## config.mk

```make
export PLATFORM = sky130hd
export DESIGN_NAME = scaled_video_timing
export DESIGN_NICKNAME = d
export VERILOG_FILES = /design/src/rtl/scaled_video_timing.sv
export SDC_FILE = /design/constraint.sdc
export NUM_CORES = 1
export LEC_CHECK = 0
export BUFFER_PORTS_ARGS = -buffer_cell sky130_fd_sc_hd__buf_4
export CAP_MARGIN = 20
export CORE_UTILIZATION = 54
export DETAILED_ROUTE_END_ITERATION = 10
export HOLD_SLACK_MARGIN = 0.12
export PLACE_DENSITY = 0.81
export SLEW_MARGIN = 10
export SYNTH_ARGS = -nofsm -noshare
export SYNTH_HDL_FRONTEND = slang
export SYNTH_SLANG_ARGS = --single-unit
```

## constraint.sdc

```tcl
create_clock -name PxClock -period 3.02 [get_ports PxClock]
set_clock_uncertainty 0.05 [all_clocks]
set_input_delay 0.604 -clock PxClock [delete_from_list [all_inputs] [get_ports PxClock]]
set_output_delay 0.604 -clock PxClock [all_outputs]
set_load 0.1 [all_outputs]
```

## src/rtl/scaled_video_timing.sv

```systemverilog
// Parameterised raster timing generator with pixel-scaled framebuffer address,
// vblank-synchronised buffer swap, vblank NMI and frame counter.
module scaled_video_timing #(
  parameter int unsigned H_VISIBLE    = 640,
  parameter int unsigned H_FRONT      = 16,
  parameter int unsigned H_SYNC       = 96,
  parameter int unsigned H_BACK       = 48,
  parameter int unsigned V_VISIBLE    = 480,
  parameter int unsigned V_FRONT      = 10,
  parameter int unsigned V_SYNC       = 2,
  parameter int unsigned V_BACK       = 33,
  parameter bit          HSYNC_ACTIVE = 1'b0,
  parameter bit          VSYNC_ACTIVE = 1'b0,
  parameter int unsigned SCALE_SHIFT  = 2,
  parameter int unsigned COL_W        = 10,
  parameter int unsigned ROW_W        = 10,
  parameter int unsigned ADDR_W       = 15
) (
  input  logic              PxClock,
  input  logic              Reset_n,
  input  logic              Enable,
  input  logic              SwapReq,
  input  logic              NmiEnable,
  input  logic              NmiAck,
  output logic [COL_W-1:0]  Col,
  output logic [ROW_W-1:0]  Row,
  output logic              HBlank,
  output logic              VBlank,
  output logic              HSync,
  output logic              VSync,
  output logic [ADDR_W-1:0] PixAddr,
  output logic              PixValid,
  output logic              VBlankStart,
  output logic              BufSel,
  output logic              SwapPending,
  output logic              NMI_n,
  output logic [7:0]        FrameCount
);

  localparam int unsigned H_TOTAL = H_VISIBLE + H_FRONT + H_SYNC + H_BACK;
  localparam int unsigned V_TOTAL = V_VISIBLE + V_FRONT + V_SYNC + V_BACK;
  localparam int unsigned CX_W    = COL_W + 1;
  localparam int unsigned RX_W    = ROW_W + 1;
  localparam int unsigned CF_W    = COL_W - SCALE_SHIFT;
  localparam int unsigned RF_W    = ADDR_W - CF_W;

  if (H_TOTAL > (32'd1 << COL_W)) begin : g_chk_h
    $error("H_TOTAL does not fit in the Col counter");
  end
  if (V_TOTAL > (32'd1 << ROW_W)) begin : g_chk_v
    $error("V_TOTAL does not fit in the Row counter");
  end
  if ((SCALE_SHIFT >= COL_W) || (ADDR_W <= CF_W)) begin : g_chk_a
    $error("PixAddr field widths are inconsistent");
  end

  localparam logic [COL_W-1:0] H_LAST  = COL_W'(H_TOTAL - 1);
  localparam logic [ROW_W-1:0] V_LAST  = ROW_W'(V_TOTAL - 1);
  localparam logic [ROW_W-1:0] V_VIS_R = ROW_W'(V_VISIBLE);
  // Range bounds are one bit wider so a sync pulse ending at 2^W still compares correctly.
  localparam logic [CX_W-1:0]  H_VIS_X = CX_W'(H_VISIBLE);
  localparam logic [CX_W-1:0]  HS_BEG  = CX_W'(H_VISIBLE + H_FRONT);
  localparam logic [CX_W-1:0]  HS_END  = CX_W'(H_VISIBLE + H_FRONT + H_SYNC);
  localparam logic [RX_W-1:0]  V_VIS_X = RX_W'(V_VISIBLE);
  localparam logic [RX_W-1:0]  VS_BEG  = RX_W'(V_VISIBLE + V_FRONT);
  localparam logic [RX_W-1:0]  VS_END  = RX_W'(V_VISIBLE + V_FRONT + V_SYNC);

  logic [COL_W-1:0]  col_q, col_d;
  logic [ROW_W-1:0]  row_q, row_d;
  logic [CX_W-1:0]   col_x;
  logic [RX_W-1:0]   row_x;
  logic              hblank_q, hblank_d;
  logic              vblank_q, vblank_d;
  logic              hsync_q, hsync_d;
  logic              vsync_q, vsync_d;
  logic [ADDR_W-1:0] pixaddr_q, pixaddr_d;
  logic              pixvalid_q, pixvalid_d;
  logic              vbs_q, vbs_d;
  logic              bufsel_q, bufsel_d;
  logic              pend_q, pend_d;
  logic              flag_q, flag_d;
  logic              nmi_n_q, nmi_n_d;
  logic [7:0]        fc_q, fc_d;

  assign col_x = {1'b0, col_d};
  assign row_x = {1'b0, row_d};

  // Next position and every output decoded from it, so outputs match the presented Col/Row.
  always_comb begin
    col_d      = col_q + COL_W'(1);
    row_d      = row_q;
    if (col_q == H_LAST) begin
      col_d = '0;
      row_d = (row_q == V_LAST) ? '0 : row_q + ROW_W'(1);
    end

    hblank_d   = (col_x >= H_VIS_X);
    vblank_d   = (row_x >= V_VIS_X);
    hsync_d    = ((col_x >= HS_BEG) && (col_x < HS_END)) ? HSYNC_ACTIVE : ~HSYNC_ACTIVE;
    vsync_d    = ((row_x >= VS_BEG) && (row_x < VS_END)) ? VSYNC_ACTIVE : ~VSYNC_ACTIVE;
    pixvalid_d = ~hblank_d & ~vblank_d;
    pixaddr_d  = {RF_W'(row_d >> SCALE_SHIFT), CF_W'(col_d >> SCALE_SHIFT)};

    // A request arriving on the vblank edge itself is folded into that swap.
    vbs_d      = (col_d == '0) && (row_d == V_VIS_R);
    bufsel_d   = bufsel_q ^ (vbs_d & (pend_q | SwapReq));
    pend_d     = vbs_d ? 1'b0 : (pend_q | SwapReq);
    flag_d     = vbs_d | (flag_q & ~NmiAck);
    nmi_n_d    = ~(flag_d & NmiEnable);
    fc_d       = vbs_d ? fc_q + 8'd1 : fc_q;
  end

  // State and output registers; Enable low freezes everything except the vblank strobe.
  always_ff @(posedge PxClock) begin
    if (!Reset_n) begin
      col_q      <= '0;
      row_q      <= '0;
      hblank_q   <= 1'b0;
      vblank_q   <= 1'b0;
      hsync_q    <= ~HSYNC_ACTIVE;
      vsync_q    <= ~VSYNC_ACTIVE;
      pixaddr_q  <= '0;
      pixvalid_q <= 1'b1;
      vbs_q      <= 1'b0;
      bufsel_q   <= 1'b0;
      pend_q     <= 1'b0;
      flag_q     <= 1'b0;
      nmi_n_q    <= 1'b1;
      fc_q       <= 8'd0;
    end else if (Enable) begin
      col_q      <= col_d;
      row_q      <= row_d;
      hblank_q   <= hblank_d;
      vblank_q   <= vblank_d;
      hsync_q    <= hsync_d;
      vsync_q    <= vsync_d;
      pixaddr_q  <= pixaddr_d;
      pixvalid_q <= pixvalid_d;
      vbs_q      <= vbs_d;
      bufsel_q   <= bufsel_d;
      pend_q     <= pend_d;
      flag_q     <= flag_d;
      nmi_n_q    <= nmi_n_d;
      fc_q       <= fc_d;
    end else begin
      vbs_q      <= 1'b0;
    end
  end

  assign Col         = col_q;
  assign Row         = row_q;
  assign HBlank      = hblank_q;
  assign VBlank      = vblank_q;
  assign HSync       = hsync_q;
  assign VSync       = vsync_q;
  assign PixAddr     = pixaddr_q;
  assign PixValid    = pixvalid_q;
  assign VBlankStart = vbs_q;
  assign BufSel      = bufsel_q;
  assign SwapPending = pend_q;
  assign NMI_n       = nmi_n_q;
  assign FrameCount  = fc_q;

endmodule

```

==> impl_metrics.toml <==
[status]
outcome = "finished, final reports clean"

[global_routing]
antenna_found_initial = 0
overflow = 0
grt_use_total_pct = 26.2
grt_pass1_vias = 1978
grt_max_degree = 31
grt_pass1_wl_mm = 9.20

[pwr]
p_leak_nw = 1.11
ir_drop_mv = 0.261
power.density_nw_per_um2 = 361
fin_total_pwr_mw = 1.00

[sta]
max_slew.worst_pin.slew_ns = 0.899
slew_viol_final = 0
final.period_utilization_pct = 90.4
fmax_mhz = 366
setup_viol = 0
hold_violations = 0
relSlewSlack_pct = 40.0
min_period_ns = 2.73
setup_slack_ns = 0.291
final.setup.tns_ns = 0
whs_ns = 0.419
rsz0062_at_grt = "no"

[place]
place.port_buffers = 57
dp_cells = 375
place_area_um2 = 2680
preCtsSetupSlack_ns = 0.355
place.gp.congestion = 0.897
dp.final_hpwl_mm = 3.95

[synth]
synth_area_leaders = "dfxtp_1 32%, a21oi_1 5.5%, buf_4 5.0%"
synthMuxAreaShare_pct = 1.68
synth_top_area_share_pct = 32.0
yosys.area_share.simple_pct = 31.8
synth_cells = 297
ys_seq_area_share_pct = 32.0
yosysMostFrequentCell = "dfxtp_1"
ys_seq_elements = 38
synth_ff_type = "dfxtp_1"
yosysWarnings = 0
ys_async_sr_fraction_pct = 0
synth_edf_count = 0
avgSynthCellArea_um2 = 8.01
synth-compound-area-share_pct = 18.6
syn-cell-area_um2 = 2380
syn_nets = 308
synth_fa_ha_area_share_pct = 2.63
synth_cell_types = 53
synth_top_family_by_area = "simple AND/OR/NAND/NOR gates"
yosys-top-cells-count = "38 x dfxtp_1, 29 x nor2_1, 28 x nand2_1, 26 x a21oi_1, 16 x buf_4"
synth_area_leader_cell = "dfxtp_1"
synth_xor_area_share_pct = 3.31

[cts]
cts_resized = 0
cts_tree = "yes"
cts_setup_buffers = 0
hold_buffers = 0
cts_made_buffers = 5
clock_sinks = 38
clk_pin_slew_ns = 0.08
cts-root-buf = "clkbuf_8"
clk_latency_ns = 0.30
cts_max_path_buffers = 2
h-tree-depth = 2

[setup_path]
cp_max_fo = 10
rr_startpoint = "Col[1]$_SDFFE_PN0P_"
cp-startpoint = "Col[1]$_SDFFE_PN0P_"
r2r_end = "FrameCount[7]$_SDFFE_PN0P_"
worstSetupPathType = "flop to flop"
start_kind = "flop"
critPathArrivalTime_ns = 2.87
r2r_cells = 8
worst_setup_path_end_kind = "flop"
crit_required_ns = 3.16
setup.worst_path.end = "FrameCount[7]$_SDFFE_PN0P_"
regToRegSetupSlack_ns = 0.29

[floorplanning]
row_count = 23
start_util_pct = 57.8
ios = 58
core_um2 = 4120
die_area_um2 = 4680
die_y_um = 68.4
die_x_um = 68.4

[finish]
fillers = 354
final_util_pct = 67.4
drive_gt1_share_pct = 23.1
fin_cells = 383
area_delta_synth_final_pct = 16.6
final_area_um2 = 2770
diodes = 0
final_nets = 343

[drt]
routedWlPerCell_um = 14.7
vias = 2261
vias_per_cell = 5.90
ant_nets = 0
drc = 0
wirelength_mm = 5.63
first_iter_violations = 196
firstDrtPassIters = 4

[min_path]
hp-class = "flop to flop"

[job]
cap_viol_max_count = 0
-- worst max-delay path, stage by stage, from the launching register on --
cell and delay [ns]:
dfxtp_2 0.38, ha_1 0.28, and4_4 0.33, and3_1 0.43
o21ba_1 0.21, o22a_1 0.21, and4_1 0.44, nand4_1 0.16
mux2i_1 0.14
-- kinds of logic after synthesis --
logic type,Yosys count
AOI/OAI and AO/OA,70
buffers and inverters,39
muxes,4
adders and majority gates,5
and+or+nand+nor,132
xor gates and xnor gates,9
DFF,38
-- worst min path at each step --
stage,start,slack [ns],endpoint,depth (start not counted)
global route,flag_q$_SDFFE_PN0P_,0.45,flag_q$_SDFFE_PN0P_,2
floorplan,flag_q$_SDFFE_PN0P_,0.39,flag_q$_SDFFE_PN0P_,2
finish,flag_q$_SDFFE_PN0P_,0.42,flag_q$_SDFFE_PN0P_,2
CTS,flag_q$_SDFFE_PN0P_,0.42,flag_q$_SDFFE_PN0P_,2
detailed placement,flag_q$_SDFFE_PN0P_,0.41,flag_q$_SDFFE_PN0P_,2
global placement,flag_q$_SDFFE_PN0P_,0.40,flag_q$_SDFFE_PN0P_,2
-- sequential cells by signal, summed over array words and instances, names as in the netlist --
signal	count
BufSel	1
Col	9
FrameCount	8
HBlank	1
HSync	1
NMI_n	1
PixAddr	1
PixValid	1
Row	10
SwapPending	1
VBlank	1
VBlankStart	1
VSync	1
flag_q	1
-- where the power goes --
group / internal [mW] / switching [mW] / total (mW)
Clock: 0.184 / 0.190 / 0.373
Combinational: 0.0253 / 0.0852 / 0.110
Sequential: 0.508 / 0.00885 / 0.516
-- cells in the final DEF, fill, tap and decap left out, types with 2 or more instances in the layout --
| master | n |
|---|---|
| buf_4 | 59 |
| dfxtp_1 | 36 |
| nor2_1 | 29 |
| nand2_1 | 28 |
| a21oi_1 | 26 |
| o21ai_0 | 15 |
| nand4_1 | 10 |
| nand3_1 | 10 |
| inv_1 | 8 |
| and3_1 | 7 |
| nand4b_1 | 7 |
| and2_1 | 6 |
| nor3_1 | 6 |
| clkbuf_8 | 6 |
| a211oi_1 | 5 |
| xor2_1 | 5 |
| or3_1 | 5 |
| ha_1 | 5 |
| nor2b_1 | 4 |
| and4_1 | 4 |
| mux2i_1 | 4 |
| xnor2_1 | 4 |
| o21ai_1 | 4 |
| a31oi_1 | 3 |
| nand2b_1 | 3 |
| dfxtp_2 | 2 |
| or2_1 | 2 |
| a21o_1 | 2 |
| o31ai_1 | 2 |
| o22a_1 | 2 |
-- cell type report --
class / instances / area (um2) / share of cell area (%)
Clock buffer: 6 / 82.6 / 2.98
Clock inverter: 2 / 12.5 / 0.451
Inverter: 8 / 30.0 / 1.08
Multi-Input combinational cell: 220 / 1380 / 49.8
Sequential cell: 38 / 763 / 27.5
Tap cell: 50 / 62.6 / 2.26
Timing Repair Buffer: 59 / 443 / 16.0
-- layer usage --
metal,share of wire [%],track usage [%]
met1,46,34.8
met2,48,41.7
met3,5.2,5.00
met4,1.2,9.64
met5,0,0
(Power assumes the default switching activity.)
